`src/rtl/button_step_pkg.sv`:
```
// Shared types and default timing constants for the push-button step generator.
package button_step_pkg;

  typedef enum logic [1:0] {
    StIdle        = 2'd0,
    StPressWait   = 2'd1,
    StHeld        = 2'd2,
    StReleaseWait = 2'd3
  } state_e;

  localparam int unsigned DefDbCycles     = 16;
  localparam int unsigned DefCntW         = 16;
  localparam int unsigned DefRepeatDelay  = 64;
  localparam int unsigned DefRepeatPeriod = 16;

endpackage

```
`src/rtl/button_step_gen_sync_2ff.sv`:
```
// Two-flop synchronizer for a single asynchronous level; both flops reset to 0.
module sync_2ff (
  input  logic clk,
  input  logic reset,
  input  logic d,
  output logic q
);

  logic meta_q;

  always_ff @(posedge clk or negedge reset) begin
    if (!reset) begin
      meta_q <= 1'b0;
      q      <= 1'b0;
    end else begin
      meta_q <= d;
      q      <= meta_q;
    end
  end

endmodule

```
`src/rtl/button_step_gen.sv`:
```
// Debounced push-button to single-cycle step pulse generator.
// Define BUTTON_STEP_AUTO_REPEAT_EN to add hold-to-repeat stepping.
module button_step_gen
  import button_step_pkg::*;
#(
  parameter int unsigned DB_CYCLES     = DefDbCycles,
  parameter int unsigned CNT_W         = DefCntW,
  parameter int unsigned REPEAT_DELAY  = DefRepeatDelay,
  parameter int unsigned REPEAT_PERIOD = DefRepeatPeriod
) (
  input  logic clk,
  input  logic reset,
  input  logic btn_in,
  input  logic enable,
  output logic step,
  output logic btn_level
);

  localparam logic [CNT_W-1:0] DbLast = CNT_W'(DB_CYCLES - 1);
  localparam logic [CNT_W-1:0] CntMax = '1;

  if (DB_CYCLES < 2 || 64'(DB_CYCLES) > (64'd1 << CNT_W) - 64'd1) begin : g_bad_db_cycles
    $error("DB_CYCLES must be in [2, 2**CNT_W-1]");
  end
  if (REPEAT_PERIOD < 1 || REPEAT_PERIOD > REPEAT_DELAY ||
      64'(REPEAT_DELAY) > (64'd1 << CNT_W) - 64'd1) begin : g_bad_repeat
    $error("REPEAT_PERIOD must be in [1, REPEAT_DELAY] and REPEAT_DELAY fit CNT_W");
  end

  logic sync;

  sync_2ff u_sync (
    .clk   (clk),
    .reset (reset),
    .d     (btn_in),
    .q     (sync)
  );

  state_e           state_q, state_d;
  logic [CNT_W-1:0] db_cnt_q, db_cnt_d, db_cnt_inc;
  logic             step_q, step_d;
  logic             level_q, level_d;
  logic             press_accept;
  logic             rpt_fire;

  assign db_cnt_inc = (db_cnt_q == CntMax) ? db_cnt_q : db_cnt_q + 1'b1;

  // The incremented count is compared so HELD is reached after DB_CYCLES stable samples.
  always_comb begin
    state_d  = state_q;
    db_cnt_d = db_cnt_q;
    case (state_q)
      StIdle: begin
        if (sync) begin
          state_d  = StPressWait;
          db_cnt_d = '0;
        end
      end
      StPressWait: begin
        if (!sync) begin
          state_d  = StIdle;
          db_cnt_d = '0;
        end else begin
          db_cnt_d = db_cnt_inc;
          if (db_cnt_inc == DbLast) state_d = StHeld;
        end
      end
      StHeld: begin
        if (!sync) begin
          state_d  = StReleaseWait;
          db_cnt_d = '0;
        end
      end
      StReleaseWait: begin
        if (sync) begin
          state_d = StHeld;
        end else begin
          db_cnt_d = db_cnt_inc;
          if (db_cnt_inc == DbLast) state_d = StIdle;
        end
      end
      default: begin
        state_d  = StIdle;
        db_cnt_d = '0;
      end
    endcase
  end

  assign press_accept = (state_q == StPressWait) && (state_d == StHeld);

`ifdef BUTTON_STEP_AUTO_REPEAT_EN
  localparam logic [CNT_W-1:0] RptLast   = CNT_W'(REPEAT_DELAY - 1);
  localparam logic [CNT_W-1:0] RptReload = CNT_W'(REPEAT_DELAY - REPEAT_PERIOD);

  logic [CNT_W-1:0] rpt_q, rpt_d;

  // Counts only across cycles that stay HELD, so a release glitch pauses the cadence.
  always_comb begin
    rpt_d    = rpt_q;
    rpt_fire = 1'b0;
    if (state_d == StIdle || press_accept) begin
      rpt_d = '0;
    end else if (state_q == StHeld && state_d == StHeld) begin
      if (rpt_q == RptLast) begin
        rpt_fire = 1'b1;
        rpt_d    = RptReload;
      end else if (rpt_q != CntMax) begin
        rpt_d = rpt_q + 1'b1;
      end
    end
  end

  always_ff @(posedge clk or negedge reset) begin
    if (!reset) begin
      rpt_q <= '0;
    end else begin
      rpt_q <= rpt_d;
    end
  end
`else
  assign rpt_fire = 1'b0;
`endif

  assign step_d  = enable && !step_q && (press_accept || rpt_fire);
  assign level_d = (state_d == StHeld) || (state_d == StReleaseWait);

  always_ff @(posedge clk or negedge reset) begin
    if (!reset) begin
      state_q  <= StIdle;
      db_cnt_q <= '0;
      step_q   <= 1'b0;
      level_q  <= 1'b0;
    end else begin
      state_q  <= state_d;
      db_cnt_q <= db_cnt_d;
      step_q   <= step_d;
      level_q  <= level_d;
    end
  end

  assign step      = step_q;
  assign btn_level = level_q;

endmodule

```
`config.mk`:
```
export PLATFORM = sky130hd
export DESIGN_NAME = button_step_gen
export DESIGN_NICKNAME = d
export VERILOG_FILES = /design/src/rtl/button_step_pkg.sv /design/src/rtl/button_step_gen_sync_2ff.sv /design/src/rtl/button_step_gen.sv
export SDC_FILE = /design/constraint.sdc
export NUM_CORES = 1
export LEC_CHECK = 0
export BUFFER_PORTS_ARGS = -buffer_cell sky130_fd_sc_hd__buf_2
export CAP_MARGIN = 20
export CORE_ASPECT_RATIO = 1.2
export CORE_UTILIZATION = 50
export CTS_CLUSTER_DIAMETER = 40
export DETAILED_ROUTE_END_ITERATION = 10
export PLACE_DENSITY = 0.75
export SYNTH_ARGS = -nofsm -noshare
export SYNTH_HDL_FRONTEND = slang
export SYNTH_SLANG_ARGS = --single-unit
```
`constraint.sdc`:
```
create_clock -name clk -period 7 [get_ports clk]
set_clock_uncertainty 0.1 [all_clocks]
set_input_delay 0.35 -clock clk [delete_from_list [all_inputs] [get_ports clk]]
set_output_delay 0.35 -clock clk [all_outputs]
set_load 0.01 [all_outputs]
```
==> impl_metrics.ini <==
[sta]
finalSetupViolations = 0
worstMarginPinSlew_ns = 0.638
slew_headroom_pct = 57.5
worst_slack_ns = 4.00
finalCritPeriodShare_pct = 42.8
rsz0062_at_grt = no
period_needed_ns = 3.00
fmax_ghz = 0.333
finalHoldViolCount = 0
maxSlewViolCount = 0
timing.setup.tns_ns = 0

[cts]
clk_pin_slew_ns = 0.12
tritoncts = yes
cts_buffer_depth = 2
cts.sinks = 22
numCtsBuffers = 3
htree_levels = 1
cts_resized = 0
clock_latency_ns = 0.30
ctsRootBufferMaster = clkbuf_4

[final_layout]
drive_gt1_share_pct = 13.9
finalNetCount = 165
areaGrowthSynthToFinish_pct = 0.937
n_antenna_cell = 0
fin_util_pct = 53.2
filler_cell_count = 258

[worst_setup_path]
cp.arrival_ns = 3.08
cp_max_fo = 10
required_ns = 7.09
worst_setup_path_start_kind = register
critical_path_class = register to register
r2r_cells = 7
endpoint_kind = register
reg2reg_slack_ns = 4.00

[pwr]
p_leak_uw = 0.000601
cellPowerDensity_nw_per_um2 = 148
ir_drop_v = 0.000121

[global_route]
grt_usage_pct = 23.2
grt_util_met2_pct = 42.1
grt_use_met3_pct = 3.21
grt_pass1_wl_um = 5530
grt_antenna_before_repair = 0
met1_usage_pct = 27.7
overflow = 0
grt-busiest-layer = met2
grt_pass1_vias = 1220
grt_max_degree = 23

[logic_synthesis]
synth_area_sq_um = 1470
synth_cells = 159
ys_seq_area_share_pct = 37.5
ys_warn_count = 0
synth_enable_flop_cells = 0
avgSynthCellArea_sq_um = 9.24
async_flop_share_pct = 100
synth_ff_type = dfrtp_1
ys_types = 50
syn_nets = 164
synth-seq-cells = 22

[worst_hold_path]
hold_class = input port to register
holdPathStages = 1

[route]
drtIter0Drc = 83
firstDrtPassIters = 4
wl_per_cell_um = 16.9
postRouteWirelength_um = 3250
viasPerCell = 6.84
vias = 1313
drc = 0
ant_nets = 0

[run]
cap_violations = 0

[die]
rows = 21
core-area_sq_um = 2790
die_x_um = 51.5
start_util_pct = 52.7
dieArea_sq_um = 3160
die_y_um = 61.4
io_pins = 6

[status]
status = completed

[placed_design]
io_buffers = 5
gp_congestion = 0.945
dpl.hpwl_um = 2340
pre_cts_ws_ns = 4.06
[where the power goes]
part / total [uW] / switching [uW] / leakage [uW] / internal (uW)
Clock: 55.4 / 35.4 / 0.0000138 / 20.0
Combinational: 24.5 / 15.0 / 0.000289 / 9.49
Sequential: 139 / 6.94 / 0.000298 / 132
[per-layer routing]
| layer | share of wire (%) | routed length, um |
|---|---|---|
| met3 | 4.5 | 148 |
| met2 | 53 | 1720 |
| met5 | 0 | 0 |
| met4 | 1.3 | 42 |
| met1 | 41 | 1340 |
[layout make-up]
class,count,area [sq um],share of cell area [%]
clock buffer,3,22.5,1.52
inverter,2,7.51,0.506
multi-input combinational,124,817,55.1
sequential,22,551,37.1
tap,34,42.5,2.87
timing repair buffer,7,42.5,2.87
[flip-flops by register name, indices dropped and copies added, names as in the netlist]
| signal | cells |
|---|---|
| state_q | 2 |
| u_sync.meta_q | 1 |
| u_sync.q | 1 |
| step | 1 |
| btn_level | 1 |
| db_cnt_q | 16 |
[timing repair]
item                                   in CTS  in global routing
endpoints found under the hold margin      22                  0
setup buffers                               0                  0
hold buffers                                1                  0
[critical path: stages (launching register included)]
cell and delay (ns):
dfrtp_1 0.44, ha_1 0.28, nand4_1 0.26, nor4_4 0.62, nor2_4 0.10, mux2_4 0.34, a2111oi_4 0.39, mux2_1 0.36
[Yosys cell counts, drive strengths merged, types with 2 or more instances]
| cell | n | share of area, % |
|---|---|---|
| dfrtp | 22 | 37 |
| nand2 | 20 | 5.1 |
| o21ai | 15 | 5.1 |
| a21oi | 14 | 4.8 |
| nand3 | 12 | 4.1 |
| buf | 6 | 4.3 |
| nand4 | 6 | 4.0 |
| nor4 | 6 | 3.6 |
| clkbuf | 5 | 2.0 |
| nor2 | 5 | 1.8 |
| a31oi | 4 | 1.7 |
| and3 | 3 | 1.4 |
| and4 | 3 | 2.0 |
| mux2 | 3 | 2.6 |
| o211ai | 3 | 1.5 |
| o41ai | 3 | 1.8 |
| a2111oi | 2 | 2.5 |
| inv | 2 | 0.51 |
| nand2b | 2 | 0.85 |
| nor3 | 2 | 0.68 |
| nor4b | 2 | 1.6 |
| o31ai | 2 | 1.0 |
| or2 | 2 | 0.85 |
| xnor2 | 2 | 1.2 |
[stage by stage]
stage | instances | instance area, sq um | total power, uW | hold slack [ns]
5_1_grt | 192 | 1480 | 231 | 0.0314
2_1_floorplan | 159 | 1470 | 157 | -0.0456
4_1_cts | 191 | 1480 | 222 | 0.0424
3_5_place_dp | 187 | 1440 | 165 | 0.242
6_report | 192 | 1480 | 219 | 0.0475
3_3_place_gp | 187 | 1440 | 163 | 0.232
[cells by family after synthesis]
family	count (synthesis)	synth area share (%)
mux	4	3.24
compound gates	49	21.8
xor+xnor	3	1.79
flops	22	37.5
buf+inv	13	6.90
simple gates	67	27.9
fa+ha+maj	1	0.852
[worst paths after layout]
kind	endpoint	startpoint
max	state_q[1]	db_cnt_q[0]
min	u_sync.meta_q	btn_in
max reg2reg	state_q[1]	db_cnt_q[0]
min reg2reg	u_sync.q	u_sync.meta_q
max in group asynchronous	state_q[1]	reset
min in group asynchronous	db_cnt_q[10]	reset
[cell usage in the layout (no fill, tap or decap), types with 2 or more instances in the layout]
| master | netlist | final |
|---|---|---|
| dfrtp_1 | 22 | 22 |
| nand2_1 | 20 | 20 |
| o21ai_0 | 15 | 15 |
| a21oi_1 | 14 | 14 |
| nand3_1 | 12 | 12 |
| nor4_1 | 5 | 5 |
| buf_2 | 0 | 5 |
| nand4_1 | 4 | 4 |
| nor2_1 | 4 | 4 |
| a31oi_1 | 4 | 4 |
| o211ai_1 | 3 | 3 |
| o41ai_1 | 3 | 3 |
| clkbuf_4 | 0 | 3 |
| inv_1 | 2 | 2 |
| nor3_1 | 2 | 2 |
| and3_2 | 2 | 2 |
| or2_2 | 2 | 2 |
| nand2b_1 | 2 | 2 |
| xnor2_1 | 2 | 2 |
| mux2_1 | 2 | 2 |
| o31ai_1 | 2 | 2 |
Power figures use the tool's default switching activity.
